--- src/rtl/bicubic_window_issuer.sv ---
// Builds 4x4 bicubic source windows from a column stream (edge-replicated) and forwards response beats.
// Latency: window valid 1 cycle after the completing column or pad shift; response beats pass through combinationally.
// Backpressure: out_ready stalls response beats (window and beat index held); col_ready low while padding or issuing.
module bicubic_window_issuer #(
    parameter int CHANNEL_WIDTH = 8
) (
    input  logic                       clk,
    input  logic                       rst,
    input  logic                       col_valid,
    output logic                       col_ready,
    input  logic [4*CHANNEL_WIDTH-1:0] col_data,
    input  logic                       col_last,
    output logic                       bf_req_valid,
    input  logic                       bcci_req_ready,
    output logic [CHANNEL_WIDTH-1:0]   p1,
    output logic [CHANNEL_WIDTH-1:0]   p2,
    output logic [CHANNEL_WIDTH-1:0]   p3,
    output logic [CHANNEL_WIDTH-1:0]   p4,
    output logic [CHANNEL_WIDTH-1:0]   p5,
    output logic [CHANNEL_WIDTH-1:0]   p6,
    output logic [CHANNEL_WIDTH-1:0]   p7,
    output logic [CHANNEL_WIDTH-1:0]   p8,
    output logic [CHANNEL_WIDTH-1:0]   p9,
    output logic [CHANNEL_WIDTH-1:0]   p10,
    output logic [CHANNEL_WIDTH-1:0]   p11,
    output logic [CHANNEL_WIDTH-1:0]   p12,
    output logic [CHANNEL_WIDTH-1:0]   p13,
    output logic [CHANNEL_WIDTH-1:0]   p14,
    output logic [CHANNEL_WIDTH-1:0]   p15,
    output logic [CHANNEL_WIDTH-1:0]   p16,
    input  logic                       bcci_rsp_valid,
    input  logic [CHANNEL_WIDTH-1:0]   bcci_rsp_data1,
    input  logic [CHANNEL_WIDTH-1:0]   bcci_rsp_data2,
    input  logic [CHANNEL_WIDTH-1:0]   bcci_rsp_data3,
    input  logic [CHANNEL_WIDTH-1:0]   bcci_rsp_data4,
    output logic                       bf_rsp_ready,
    output logic                       out_valid,
    input  logic                       out_ready,
    output logic [4*CHANNEL_WIDTH-1:0] out_data,
    output logic [1:0]                 out_beat,
    output logic                       out_eol
);
    localparam int CW = CHANNEL_WIDTH;

    typedef enum logic [1:0] {S_LOAD, S_FILL, S_PAD, S_ISSUE} state_t;

    state_t          state_q;
    logic [4*CW-1:0] c0_q, c1_q, c2_q, c3_q;
    logic [1:0]      sc_q, repl_left_q, beat_q;
    logic            last_seen_q;
    logic            col_ready_q, req_valid_q;

    logic            col_hsk, rsp_hsk;
    logic [1:0]      sc_inc;

    // The request handshake always coincides with the first response beat, so only the beats are tracked.
    logic            unused_req_ready;
    assign unused_req_ready = bcci_req_ready;

    assign col_hsk = col_valid & col_ready_q;
    assign rsp_hsk = bcci_rsp_valid & out_ready & (state_q == S_ISSUE);
    assign sc_inc  = (sc_q == 2'd2) ? 2'd2 : sc_q + 2'd1;

    // Window FSM: column shifting, edge replication and beat counting with registered handshake outputs.
    always_ff @(posedge clk) begin
        if (rst) begin
            state_q     <= S_LOAD;
            c0_q        <= '0;
            c1_q        <= '0;
            c2_q        <= '0;
            c3_q        <= '0;
            sc_q        <= 2'd0;
            repl_left_q <= 2'd0;
            last_seen_q <= 1'b0;
            beat_q      <= 2'd0;
            col_ready_q <= 1'b1;
            req_valid_q <= 1'b0;
        end else begin
            case (state_q)
                S_LOAD: begin
                    if (col_hsk) begin
                        // First column of a row fills the whole window: left-edge replication.
                        c0_q        <= col_data;
                        c1_q        <= col_data;
                        c2_q        <= col_data;
                        c3_q        <= col_data;
                        sc_q        <= 2'd0;
                        last_seen_q <= col_last;
                        if (col_last) begin
                            repl_left_q <= 2'd2;
                            col_ready_q <= 1'b0;
                            state_q     <= S_PAD;
                        end else begin
                            state_q <= S_FILL;
                        end
                    end
                end
                S_FILL: begin
                    if (col_hsk) begin
                        c0_q <= c1_q;
                        c1_q <= c2_q;
                        c2_q <= c3_q;
                        c3_q <= col_data;
                        sc_q <= sc_inc;
                        if (col_last) begin
                            last_seen_q <= 1'b1;
                            repl_left_q <= 2'd2;
                        end
                        if (sc_inc == 2'd2) begin
                            col_ready_q <= 1'b0;
                            req_valid_q <= 1'b1;
                            state_q     <= S_ISSUE;
                        end else if (col_last) begin
                            col_ready_q <= 1'b0;
                            state_q     <= S_PAD;
                        end
                    end
                end
                S_PAD: begin
                    // Right-edge replication: re-shift the rightmost column.
                    c0_q        <= c1_q;
                    c1_q        <= c2_q;
                    c2_q        <= c3_q;
                    repl_left_q <= (repl_left_q != 2'd0) ? repl_left_q - 2'd1 : 2'd0;
                    sc_q        <= sc_inc;
                    if (sc_inc == 2'd2) begin
                        req_valid_q <= 1'b1;
                        state_q     <= S_ISSUE;
                    end
                end
                default: begin
                    if (rsp_hsk) begin
                        beat_q <= beat_q + 2'd1;
                        if (beat_q == 2'd3) begin
                            req_valid_q <= 1'b0;
                            if (last_seen_q && (repl_left_q != 2'd0)) begin
                                state_q <= S_PAD;
                            end else if (last_seen_q) begin
                                last_seen_q <= 1'b0;
                                col_ready_q <= 1'b1;
                                state_q     <= S_LOAD;
                            end else begin
                                col_ready_q <= 1'b1;
                                state_q     <= S_FILL;
                            end
                        end
                    end
                end
            endcase
        end
    end

    assign col_ready    = col_ready_q;
    assign bf_req_valid = req_valid_q;

    // p(4r+c+1) is source row r of window column c.
    assign p1  = c0_q[0*CW +: CW];
    assign p2  = c1_q[0*CW +: CW];
    assign p3  = c2_q[0*CW +: CW];
    assign p4  = c3_q[0*CW +: CW];
    assign p5  = c0_q[1*CW +: CW];
    assign p6  = c1_q[1*CW +: CW];
    assign p7  = c2_q[1*CW +: CW];
    assign p8  = c3_q[1*CW +: CW];
    assign p9  = c0_q[2*CW +: CW];
    assign p10 = c1_q[2*CW +: CW];
    assign p11 = c2_q[2*CW +: CW];
    assign p12 = c3_q[2*CW +: CW];
    assign p13 = c0_q[3*CW +: CW];
    assign p14 = c1_q[3*CW +: CW];
    assign p15 = c2_q[3*CW +: CW];
    assign p16 = c3_q[3*CW +: CW];

    assign bf_rsp_ready = out_ready;
    assign out_valid    = bcci_rsp_valid & (state_q == S_ISSUE);
    assign out_data     = {bcci_rsp_data4, bcci_rsp_data3, bcci_rsp_data2, bcci_rsp_data1};
    assign out_beat     = beat_q;
    assign out_eol      = out_valid & (beat_q == 2'd3) & last_seen_q & (repl_left_q == 2'd0);
endmodule

--- config.mk ---
export PLATFORM = sky130hd
export DESIGN_NAME = bicubic_window_issuer
export DESIGN_NICKNAME = d
export VERILOG_FILES = /design/src/rtl/bicubic_window_issuer.sv
export SDC_FILE = /design/constraint.sdc
export NUM_CORES = 1
export LEC_CHECK = 0
export ABC_AREA = 0
export CORE_MARGIN = 2
export CORE_UTILIZATION = 40
export DETAILED_ROUTE_END_ITERATION = 7
export GPL_ROUTABILITY_DRIVEN = 0
export PLACE_DENSITY_LB_ADDON = 0.2
export REMOVE_ABC_BUFFERS = 1
export SYNTH_ARGS = -nofsm -noshare
export SYNTH_HDL_FRONTEND = slang
export SYNTH_SLANG_ARGS = --single-unit
export TNS_END_PERCENT = 30
--- constraint.sdc ---
create_clock -name clk -period 2.1 [get_ports clk]
set_clock_uncertainty 0.1 [all_clocks]
set_input_delay 0.42 -clock clk [delete_from_list [all_inputs] [get_ports clk]]
set_output_delay 0.42 -clock clk [all_outputs]
set_load 0.02 [all_outputs]
=== Word level (Yosys, flattened, before mapping) ===
Index checks and enable logic that the tools add are counted.

* Flip-flop bits (word level): 139

* Add/subtract/negate cells: 3
* Eq/ne operators: 14
* Muxes and demuxes: 45
* Bitwise logic cells: 10
* Reductions and logical operators: 22

{| class="wikitable"
|+ Operators with widths
! cell !! count
|-
| case mux 32 bit (3 select lines) || 3
|-
| two-way mux 32 bit || 4
|-
| two-way mux 2 bit || 14
|-
| two-way mux 1 bit || 18
|-
| nonzero test 3 bit || 5
|-
| case mux 2 bit (3 select lines) || 2
|-
| AND reduction 6 bit || 2
|-
| == test 2 bit (second input constant) || 5
|-
| case mux 1 bit (3 select lines) || 3
|-
| != test 2 bit (second input constant) || 4
|-
| nonzero test 4 bit || 2
|-
| bitwise AND 1 bit || 7
|-
| AND reduction 7 bit || 1
|-
| AND reduction 3 bit || 2
|-
| adder 2 x 1 -> 2 bit (second input constant) || 2
|-
| logical NOT 2 bit || 2
|-
| != test 2 x 1 -> 1 bit (second input constant) || 2
|-
| case mux 2 bit (2 select lines) || 1
|-
| AND reduction 2 bit || 2
|-
| AND reduction 4 bit || 1
|-
| nonzero test 2 bit || 2
|-
| != test 3 x 1 -> 1 bit (second input constant) || 1
|-
| != test 3 bit (second input constant) || 1
|-
| inverter 1 bit || 3
|-
| 5 further kinds || 5
|}

=== Longest topological paths before layout ===
Gate-level depths: netlist of run 1.

* Depth after elaboration: 6
* Depth in mapped cells: 8
* Mapped depth without buffers: 6

=== Worst setup path before layout of run 1 ===
Ideal clock, no wire load.

* Kind: reg2out
* Start: register state_q[1]
* End: output port out_eol
* Data arrival time: 1488 ps
* Data required time: 1580 ps
* Setup slack: 92 ps
* Cell stages (with the launch flop): 5
* Buffers on the path: 0
* Path through: dfxtp_1 ha_1 and2_1 nand3_1 nor3_1

* Longest elaborated chain between the ends: 5

{| class="wikitable"
|+ Ends and longest elaborated chain
! what !! line !! RTL
|-
| start, declared || 47 || <nowiki>state_t state_q;</nowiki>
|-
| start signal, assigned || 67 || <nowiki>state_q <= S_LOAD;</nowiki>
|-
| start signal, assigned || 92 || <nowiki>state_q <= S_PAD;</nowiki>
|-
| start signal, assigned || 94 || <nowiki>state_q <= S_FILL;</nowiki>
|-
| == test 2 bit || 175 || <nowiki>assign out_valid = bcci_rsp_valid & (state_q == S_ISSUE);</nowiki>
|-
| bitwise AND 1 bit || 175 ||
|-
| named net out_valid || 37 || <nowiki>output logic out_valid,</nowiki>
|-
| bitwise AND 1 bit (3 in a row) || 178 || <nowiki>assign out_eol = out_valid & (beat_q == 2'd3) & last_seen_q & (repl_left_q == 2'd0);</nowiki>
|-
| end, declared || 41 || <nowiki>output logic out_eol</nowiki>
|}

The timed path passes the listed nets, and every way through them passes these cells.

=== Worst setup path in the final report of run 1 ===
* Start: register state_q[0]
* End: output port out_eol

* Longest elaborated chain between the ends: 5

{| class="wikitable"
|+ Ends and longest elaborated chain
! what !! line
|-
| == test 2 bit || 175
|-
| bitwise AND 1 bit || 175
|-
| bitwise AND 1 bit (3 in a row) || 178
|}

No other way between the ends.

==> results of run 1 <==
cells in the mapped netlist, types with 2 or more instances:
library cell,n
buf_4,34
buf_2,34
nor2b_1,2
nand2_1,69
nand3_1,6
o21a_1,2
a211oi_1,98
buf_1,3
o311ai_0,2
a311oi_1,3
or2_2,2
inv_1,7
nor2_1,100
mux2i_1,97
dfxtp_1,139
ha_1,7
o21ai_0,5
nand2b_1,2
a21oi_1,39
clkbuf_1,17
and2_1,2
per-stage QoR:
stage | area [sq um] | setup slack (ns) | std cells | utilization
2_1_floorplan | 5730 | -2.84 | 598 | -
3_3_place_gp | 8090 | -0.303 | 986 | 0.532
3_5_place_dp | 8090 | -0.350 | 986 | 0.532
4_1_cts | 8680 | 0.00461 | 1018 | 0.571
5_1_grt | 8680 | -0.0198 | 1018 | 0.571
6_report | 8680 | 0.0643 | 1018 | 0.571
cells in the final DEF (no fill, tap or decap), types with 3 or more instances in the layout:
| cell type | n |
|---|---|
| a21oi_1 | 39 |
| a211oi_1 | 98 |
| clkinv_2 | 5 |
| clkbuf_16 | 17 |
| clkdlybuf4s50_1 | 169 |
| nand2_1 | 69 |
| nor2_1 | 98 |
| ha_1 | 4 |
| mux2i_1 | 97 |
| a311oi_1 | 3 |
| o21ai_0 | 5 |
| dfxtp_1 | 139 |
| nand3_1 | 5 |
| inv_1 | 7 |
| buf_4 | 17 |
| bufinv_16 | 3 |
| buf_12 | 13 |
| clkbuf_1 | 3 |
layer usage:
layer | part of all wire | track usage | vias up
li1 | - | - | 2670
met5 | 0 | 0.00882 | -
met2 | 0.44 | 0.304 | 196
met3 | 0.080 | 0.0761 | 17
met1 | 0.46 | 0.265 | 2517
met4 | 0.013 | 0.0607 | 0
final cells by class:
cell class / count / share of cell area
clock buffers: 20 / 0.0503
clock inverters: 12 / 0.0170
inverters: 7 / 0.00303
multi-input cells: 452 / 0.342
flip-flops and latches: 139 / 0.320
well taps: 188 / 0.0271
repair buffers: 200 / 0.240
registers in the layout, summed over array words and instances, names as in the netlist:
register and count:
bf_req_valid 1, c0_q 32, c1_q 32, c2_q 32, c3_q 32, col_ready 1
last_seen_q 1, out_beat 2, repl_left_q 2, sc_q 2, state_q 2
how the worst max path moves through the flow:
stage | start | slack (ns) | cells past startpoint | to
6_report | state_q[0] | 0.06 | 5 | out_eol
3_3_place_gp | bcci_rsp_valid | -0.30 | 5 | out_eol
3_5_place_dp | bcci_rsp_valid | -0.35 | 5 | out_eol
5_1_grt | state_q[1] | -0.02 | 7 | repl_left_q[0]
2_1_floorplan | col_ready | -2.84 | 4 | sc_q[0]
4_1_cts | state_q[1] | 0.005 | 5 | out_eol
cells by family (layout without fill, tap and decap cells):
kind of cell               count (synthesis)  after routing  share of synthesized area
xor gates and xnor gates                   1              1                    0.00141
and+or+nand+nor                          188            188                      0.120
muxes                                     97             97                      0.156
adders and majority gates                  7              7                     0.0140
buffers and inverters                     95            239                     0.0845
DFF                                      139            139                      0.446
AOI/OAI and AO/OA                        159            159                      0.178
tightest hold or removal path, delay by kind of cell, from the launching register on:
kind / cells / cell delay (ns)
compound gates: 1 / 0.05
flops: 1 / 0.31
simple gates: 1 / 0.05
report_power, final:
group / internal [mW] / switching, mW
clock network: 1.86 / 1.13
registers: 3.57 / 0.691
logic: 3.61 / 4.05
total: 9.04 / 5.88
timing repair:
action,in CTS,in global routing
setup endpoints to repair,2,25
hold buffers,0,0
resized for setup,8,5
==> summary.md, run 1 <==
| Metric | Value |
|---|---|
| CP Capture Type | `output port` |
| PortBufs | `172` |
| H-tree level count | `4` |
| Die area | `16,600 sq um` |
| Core Region | `15,200 sq um` |
| Multi-input gate area | `approximately 3000 sq um` |
| Setup CP Type | `reg -> out` |
| Worst slew pin tran | `0.531 ns` |
| Number of cell rows | `45` |
| Power Dens Cells | `~1700 nW/um^2` |
| Mean Syn Cell Area | `9.09 sq um` |
| Delay-heaviest family, CP | `simple AND/OR/NAND/NOR gates` |
| Crit Reg-Reg Startpoint | `state_q[1]` |
| Critical-path top delay cell | `dfxtp_1` |
| WHS Endpoint | `sc_q[1]` |
| CTS sink count | `139` |
| Global-route wire length before repair | `around 26,000 um` |
| Pin count of the biggest net entering global routing | `between 80 and 90` |
| Hold slack final | `0.362 ns` |
| Slew HR | `0.646` |
| Synth cell types | `37` |
| Final Max Tran Viols | `0` |
| Overall die width | `129 um` |
| Share of cells above drive strength 1 | `0.0855` |
| R2R depth | `7` |
| Maximum VDD drop | `approximately 0.00097 V` |
| Vias in the first global route | `between 5,000 and 6,000` |
| Initial Util | `0.410` |
| FILL cells | `1,300` |
| Post-synth EDFFs | `0` |
| Yosys warnings | `0` |
| Synth top area cells | `dfxtp_1 45%, mux2i_1 16%, a211oi_1 12%` |
| Reg2reg end | `repl_left_q[0]` |
| Post-layout minimum cycle time | `2.04 ns` |
| R2R setup slack | `around 0.13 ns` |
| Drt drc | `0` |
| Critical path arrival | `about 1.5 ns` |
| Power, Total | `roughly 15 mW` |
| Final hold violations | `0` |
| Critical Path RT | `1.58 ns` |
| Drt total wl | `17,000 um` |
| Final Cycle Share | `0.969` |
| GR Util All Layers | `0.200` |
| Max clock buf depth | `2` |
| Area share of the largest cell type after synthesis | `0.446` |
| Die Y | `between 100 and 150 um` |
| IO Pins | `238` |
| Routed vias | `approximately 5,400` |
| Register area share after synthesis | `0.446` |
| Ys async rst share | `0` |
| RSZ-0062 raised after global routing | `true` |
| CP Cell Sequence | `ha_2 > and2_1 > nand3_1 > nor3_2 > buf_4` |
| Mapped Cells | `a little under 700` |
| TritonCTS clock tree | `built` |
| Crit-path max cell delay | `0.34 ns` |
| Post-CTS Setup Bufs | `0` |
| Reg clk slew, reported paths | `about 0.060 ns` |
| Synth area leader | `dfxtp_1` |
| Via density | `about 5.3` |
| Outcome | `finished clean` |
| Min-Delay Startpoint | `sc_q[1]` |
| Hold Crit Depth | `2` |
| HP Class | `reg -> reg` |
| Dpl hpwl | `approximately 12,000 um` |
| Startpoint types | `flip-flop` |
| DRT antenna net count | `0` |
| Crit path max fanout | `3` |
| GRT overflow | `0` |
| Sum Neg Setup Slack | `0 ns` |
| Layout area overhead | `39.3%` |
| Main flop type after synthesis | `dfxtp_1` |
| Final setup viols | `0` |
| Synth Cell Area | `between 6000 and 7000 sq um` |
| Number of DRC markers in iteration 0 | `276` |
| TritonCTS Buffers | `17` |
| Area occupied by registers | `roughly 2800 sq um` |
| Routed wire per std cell | `around 17 um` |
| FF+latch count, synth | `139` |
| Maximum clock frequency | `~490 MHz` |
| Buffer and inverter count on the worst path | `1` |
| Clock root cell | `clkbuf_16` |
| Drt first pass iters | `4` |
| Max Cap Viol | `0` |
| Leakage power | `about 3.2 nW` |
| Nets@finish | `between 800 and 900` |
| Worst skew pair latency | `approximately 0.42 ns` |
| Initial antenna violation count | `0` |
| Antenna Cells | `0` |
(Power assumes the default switching activity.)
==> run 2: changes to the inputs <==
Settings changed: CORE_UTILIZATION 40 to 44.
==> run 2 against run 1 <==
  * Combinational power up 1%
  * Clock power up 1%
  * Via count up 0.69%
  * Core utilization up 5.8 points
  * Register-to-register slack worse by 0.03 ns
  * Sequential power about the same
==> summary.md, run 2 (synthesis gave the netlist of run 1 again) <==
| Metric | Value |
|---|---|
| TritonCTS clock tree | `built` |
| Layout area overhead | `40.0%` |
| Post-layout minimum cycle time | `2.04 ns (+0.00727 ns)` |
| Sw Share | `0.387 (-0.00717)` |
| CP Capture Type | `output port` |
| Final setup viols | `0 (unchanged)` |
| Commonest non-fill, non-tap cell in the layout | `clkdlybuf4s50_1` |
| Multi-input gate area | `2970 sq um (about the same)` |
| FILL cells | `1,139 (-12%)` |
| Routed vias | `5,437 (+0.69%)` |
| Internal Power | `9.20 mW (+1.8%)` |
| Global-route wire length before repair | `26,300 um (-0.13%)` |
| Drt drc | `0 (unchanged)` |
| Initial Util | `0.449 (+0.0390)` |
| Crit path max fanout | `3 (unchanged)` |
| Post-CTS Setup Bufs | `0 (unchanged)` |
| Sum Neg Setup Slack | `0 ns (unchanged)` |
| Critical Path RT | `1.58 ns (about the same)` |
| TritonCTS Buffers | `17 (unchanged)` |
| Die Y | `123 um (-4.5%)` |
| RSZ-0062 raised after global routing | `true` |
| Overall die width | `123 um (-4.5%)` |
| Clock root cell | `clkbuf_16` |
| Reg clk slew, reported paths | `0.06 ns (about the same)` |
| Maximum VDD drop | `0.000732 V (-25%)` |
| Area occupied by registers | `2780 sq um (unchanged)` |
| GRT overflow | `0 (unchanged)` |
| Maximum clock frequency | `489 MHz (-0.36%)` |
| Final Cycle Share | `0.973 (+0.00346)` |
| Nets@finish | `895 (unchanged)` |
| Antenna Cells | `0 (unchanged)` |
| DRT antenna net count | `0 (unchanged)` |
| Most frequent cells in the layout | `169 x clkdlybuf4s50_1, 139 x dfxtp_1, 99 x nor2_1` |
| Setup CP Type | `reg -> out` |
| P_sw | `5.81 mW (-1.2%)` |
| Number of cell rows | `43 (-4.4%)` |
| Outcome | `finished clean` |
| Power Dens Cells | `1720 nW/um^2 (+0.13%)` |
| Final core utilization | `0.629 (+0.0575)` |
| Slew HR | `0.692 (+0.0458)` |
| Pin count of the biggest net entering global routing | `85 (unchanged)` |
| Die area | `15,100 sq um (-8.8%)` |
| Initial antenna violation count | `0 (unchanged)` |
| Clock power frac | `0.202 (about the same)` |
| Vias in the first global route | `5,151 (-0.14%)` |
| PortBufs | `172 (unchanged)` |
| Finished Cell Area | `8730 sq um (+0.50%)` |
| Final Max Tran Viols | `0 (unchanged)` |
| Final hold violations | `0 (unchanged)` |
| Max clock buf depth | `2 (unchanged)` |
| IO Pins | `238 (unchanged)` |
| CTS sink count | `139 (unchanged)` |
| Sequential share of power | `0.283 (-0.003)` |
| Comb power frac | `0.516 (+0.002)` |
| Drt first pass iters | `4 (unchanged)` |
| Via density | `5.38 (+1.5%)` |
| Core Region | `13,900 sq um (-8.7%)` |
| Critical path arrival | `1.52 ns (about the same)` |
| Max Cap Viol | `0 (unchanged)` |
| Routed wire per std cell | `16.5 um (-0.92%)` |
| Share of cells above drive strength 1 | `0.0795 (-0.00602)` |
| H-tree level count | `4 (unchanged)` |
| GR Util All Layers | `0.224 (+0.0233)` |
| HP Class | `in -> reg` |
| Dpl hpwl | `11,800 um (+2.0%)` |
| Drt total wl | `16,700 um (-1.7%)` |
| Leakage power | `3.23 nW (+0.66%)` |
| Startpoint types | `flip-flop` |
| Number of DRC markers in iteration 0 | `292 (+5.8%)` |
| Post-DP Area | `8120 sq um (+0.28%)` |
| Worst slew pin tran | `0.463 ns (-0.0688 ns)` |
| Worst skew pair latency | `0.42 ns (about the same)` |
run 2: cell count changes in the layout (fill, tap and decap cells not counted), sizes merged:
cell | before | now
clkbuf | 21 | 25
inv | 8 | 7
clkinv | 6 | 3
clkinvlp | 2 | 1
clkdlybuf4s15 | 0 | 1
run 2: layout make-up:
class                      instances  area share
clock buffer                      25      0.0556
clock inverter                     7      0.0129
sequential                       139       0.319
timing repair buffer             200       0.244
multi-input combinational        452       0.340
inverter                           7     0.00301
tap                              180      0.0258
run 2: worst max-delay path, cell delays in order, from the launching register on:
cell and delay (ns):
dfxtp_1 0.31, ha_1 0.23, and2_1 0.16, buf_4 0.13, clkdlybuf4s15_1 0.28
run 2: through the flow:
| stage | setup slack, ns | total power [mW] | cells | hold WS (ns) |
|---|---|---|---|---|
| after floorplan | -2.84 | 7.84 | 598 | 0.326 |
| after global placement | -0.319 | 11.8 | 978 | 0.338 |
| after detailed placement | -0.299 | 12.0 | 978 | 0.351 |
| after CTS | 0.00576 | 15.1 | 1010 | 0.344 |
| after global routing | -0.00276 | 15.9 | 1010 | 0.364 |
| final | 0.0571 | 15.0 | 1010 | 0.341 |
run 2: timing repair:
action | in CTS | in global routing
gates resized for setup | 6 | 5
endpoints found under the setup margin | 2 | 40
hold buffers | 0 | 0
gates cloned | 0 | 0
run 2: layer usage:
layer	global-route usage	wire [um]	part of all wire
met1	0.288	7570	0.45
met2	0.345	7580	0.45
met3	0.0798	1360	0.081
met4	0.0788	191	0.011
met5	0.0243	0	0
run 2: power by group through the flow:
stage	Combinational (mW)	Sequential [mW]	Clock, mW
2_1_floorplan	2.65	5.20	0
3_3_place_gp	7.58	4.23	0
3_5_place_dp	7.75	4.29	0
4_1_cts	7.79	4.24	3.10
5_1_grt	8.37	4.36	3.21
6_report	7.74	4.24	3.03
run 2: worst paths after layout:
| check | from | end | slack [ns] | depth (start not counted) |
|---|---|---|---|---|
| min | rst | c3_q[28] | 0.34 | 2 |
| max | state_q[0] | out_valid | 0.06 | 4 |
| max reg2reg | state_q[1] | repl_left_q[0] | 0.10 | 7 |
| min reg2reg | sc_q[0] | sc_q[0] | 0.36 | 2 |
==> run 3: changes to the inputs <==
Settings changed: CTS_BUF_LIST set to sky130_fd_sc_hd__clkbuf_4 sky130_fd_sc_hd__clkbuf_8 sky130_fd_sc_hd__clkbuf_16, MAX_ROUTING_LAYER set to met4.
==> run 3 against run 2 <==
  * Critical path depth is the same
  * Critical endpoint unchanged
  * Non-clock buffer count is the same
  * Sequential power is essentially flat
  * Core utilization grew 0.14 points
  * Design area grew 0.22%
  * Global-route usage grew 0.59 points
  * Sequential share of layout area shrank 0.068 points
  * Register-to-register slack is essentially flat
  * Combinational power is essentially flat
  * Clock power grew 2%
==> summary.md, run 3 (synthesis gave the netlist of run 1 again) <==
| Metric | Value |
|---|---|
| Pre-CTS setup slack | `-0.299 ns (unchanged)` |
| Number of DRC markers in iteration 0 | `286 (-2.1%)` |
| CP Capture Type | `output port` |
| Finished Cell Area | `8750 sq um (+0.22%)` |
| Layout area overhead | `40.3%` |
| TritonCTS Buffers | `17 (unchanged)` |
| Crit Reg-Reg Startpoint | `state_q[1]` |
| Sum Neg Setup Slack | `0 ns (unchanged)` |
| DRT antenna net count | `0 (unchanged)` |
| Clock root cell | `clkbuf_16` |
| Initial Util | `0.449 (unchanged)` |
| FILL cells | `1,138 (-0.088%)` |
| Final Max Tran Viols | `0 (unchanged)` |
| Outcome | `finished clean` |
| Core Region | `13,900 sq um (unchanged)` |
| HP Class | `in -> reg` |
| Initial antenna violation count | `0 (unchanged)` |
| Worst slew pin tran | `0.463 ns (+0.000512 ns)` |
| Overall die width | `123 um (unchanged)` |
| Antenna Cells | `0 (unchanged)` |
| R2R setup slack | `0.11 ns (about the same)` |
| Hold slack final | `0.344 ns (+0.00346 ns)` |
| Max Cap Viol | `0 (unchanged)` |
| Drt drc | `0 (unchanged)` |
| Critical Path RT | `1.58 ns (about the same)` |
| Worst skew pair latency | `0.42 ns (about the same)` |
| RSZ-0062 raised after global routing | `true` |
| Critical Path Start | `state_q[0]` |
| Final core utilization | `0.630 (+0.00135)` |
| Startpoint types | `flip-flop` |
| TritonCTS clock tree | `built` |
| CTS sink count | `139 (unchanged)` |
| Via density | `5.36 (-0.42%)` |
| Final Cycle Share | `0.973 (about the same)` |
| H-tree level count | `4 (unchanged)` |
| Post-Place Cells | `978 (unchanged)` |
| Routed vias | `5,414 (-0.42%)` |
| PortBufs | `172 (unchanged)` |
| Max clock buf depth | `2 (unchanged)` |
| Power, Total | `15.1 mW (+0.44%)` |
| Routed wire per std cell | `16.6 um (+0.25%)` |
| Commonest non-fill, non-tap cell in the layout | `clkdlybuf4s50_1` |
| IO Pins | `238 (unchanged)` |
| Die Y | `123 um (unchanged)` |
| Final hold violations | `0 (unchanged)` |
| Critical path arrival | `1.52 ns (about the same)` |
| Number of cell rows | `43 (unchanged)` |
| Most frequent cells in the layout | `169 x clkdlybuf4s50_1, 139 x dfxtp_1, 99 x nor2_1` |
| Power Dens Cells | `1720 nW/um^2 (+0.22%)` |
| Reg2reg end | `c3_q[17]` |
| # hold bufs at CTS | `0 (unchanged)` |
| R2R depth | `8 (+1)` |
| GR Util All Layers | `0.230 (+0.00588)` |
| Reg clk slew, reported paths | `0.06 ns (about the same)` |
| Final setup viols | `0 (unchanged)` |
| Share of cells above drive strength 1 | `0.0855 (+0.00602)` |
| Slew HR | `0.691 (about the same)` |
| Die area | `15,100 sq um (unchanged)` |
| Setup CP Type | `reg -> out` |
| Post-layout minimum cycle time | `2.04 ns (-0.000662 ns)` |
| Post-CTS Setup Bufs | `0 (unchanged)` |
| Maximum VDD drop | `0.000730 V (-0.17%)` |
| Leakage power | `3.25 nW (+0.53%)` |
| Non-Filler Instances | `1,010 (unchanged)` |
| Maximum clock frequency | `490 MHz (about the same)` |
| Drt total wl | `16,700 um (+0.25%)` |
| Final worst slack | `0.0577 ns (+0.000663 ns)` |
| Worst setup endpoint | `out_valid` |
| Pin count of the biggest net entering global routing | `85 (unchanged)` |
| GRT overflow | `0 (unchanged)` |
| Global-route wire length before repair | `26,100 um (-0.42%)` |
| Nets@finish | `895 (unchanged)` |
| Post-DP Area | `8120 sq um (unchanged)` |
| Crit path max fanout | `3 (unchanged)` |
| Dpl hpwl | `11,800 um (unchanged)` |
| Vias in the first global route | `5,131 (-0.39%)` |
| Drt first pass iters | `4 (unchanged)` |
==> run 3: cell types whose count changed in the layout (fill, tap and decap cells not counted) <==
| cell | previous run | this run |
|---|---|---|
| clkbuf_1 | 5 | 0 |
| clkbuf_4 | 0 | 5 |
==> run 3: worst min-delay path by stage <==
stage / startpoint / to / slack (ns) / depth (start not counted)
after global placement: sc_q[1] / sc_q[1] / 0.34 / 2
final: rst / c3_q[28] / 0.34 / 2
after global routing: rst / c3_q[25] / 0.36 / 2
after CTS: rst / c3_q[28] / 0.34 / 2
after detailed placement: sc_q[0] / sc_q[0] / 0.35 / 2
after floorplan: sc_q[0] / sc_q[0] / 0.33 / 2
==> run 3: report_power, final <==
group	leakage [nW]	switching, mW	internal (mW)
registers	1.15	0.670	3.57
logic	1.79	4.07	3.68
clock network	0.308	1.07	2.02
total	3.25	5.81	9.27
==> run 3: worst max-delay path: stages (launching register included) <==
cell             delay, ns
dfxtp_1               0.31
ha_1                  0.23
and2_1                0.16
buf_4                 0.13
clkdlybuf4s15_1       0.27
==> run 3: routing by layer <==
layer / track usage / part of all wire
met3: 0.0784 / 0.075
met2: 0.344 / 0.45
met1: 0.290 / 0.46
met4: 0.0795 / 0.012
met5: - / 0
==> run 3: cell type report <==
| class | count | area, sq um | share of cell area |
|---|---|---|---|
| tap | 180 | 225 | 0.0258 |
| multi-input combinational | 452 | 2970 | 0.339 |
| timing repair buffer | 200 | 2130 | 0.243 |
| sequential | 139 | 2780 | 0.318 |
| clock buffer | 25 | 504 | 0.0577 |
| clock inverter | 7 | 113 | 0.0129 |
| inverter | 7 | 26.3 | 0.00300 |
==> run 3: repair_timing <==
item | in CTS | in global routing
hold endpoints to repair | 0 | 0
gates resized for setup | 6 | 5
setup endpoints to repair | 2 | 40
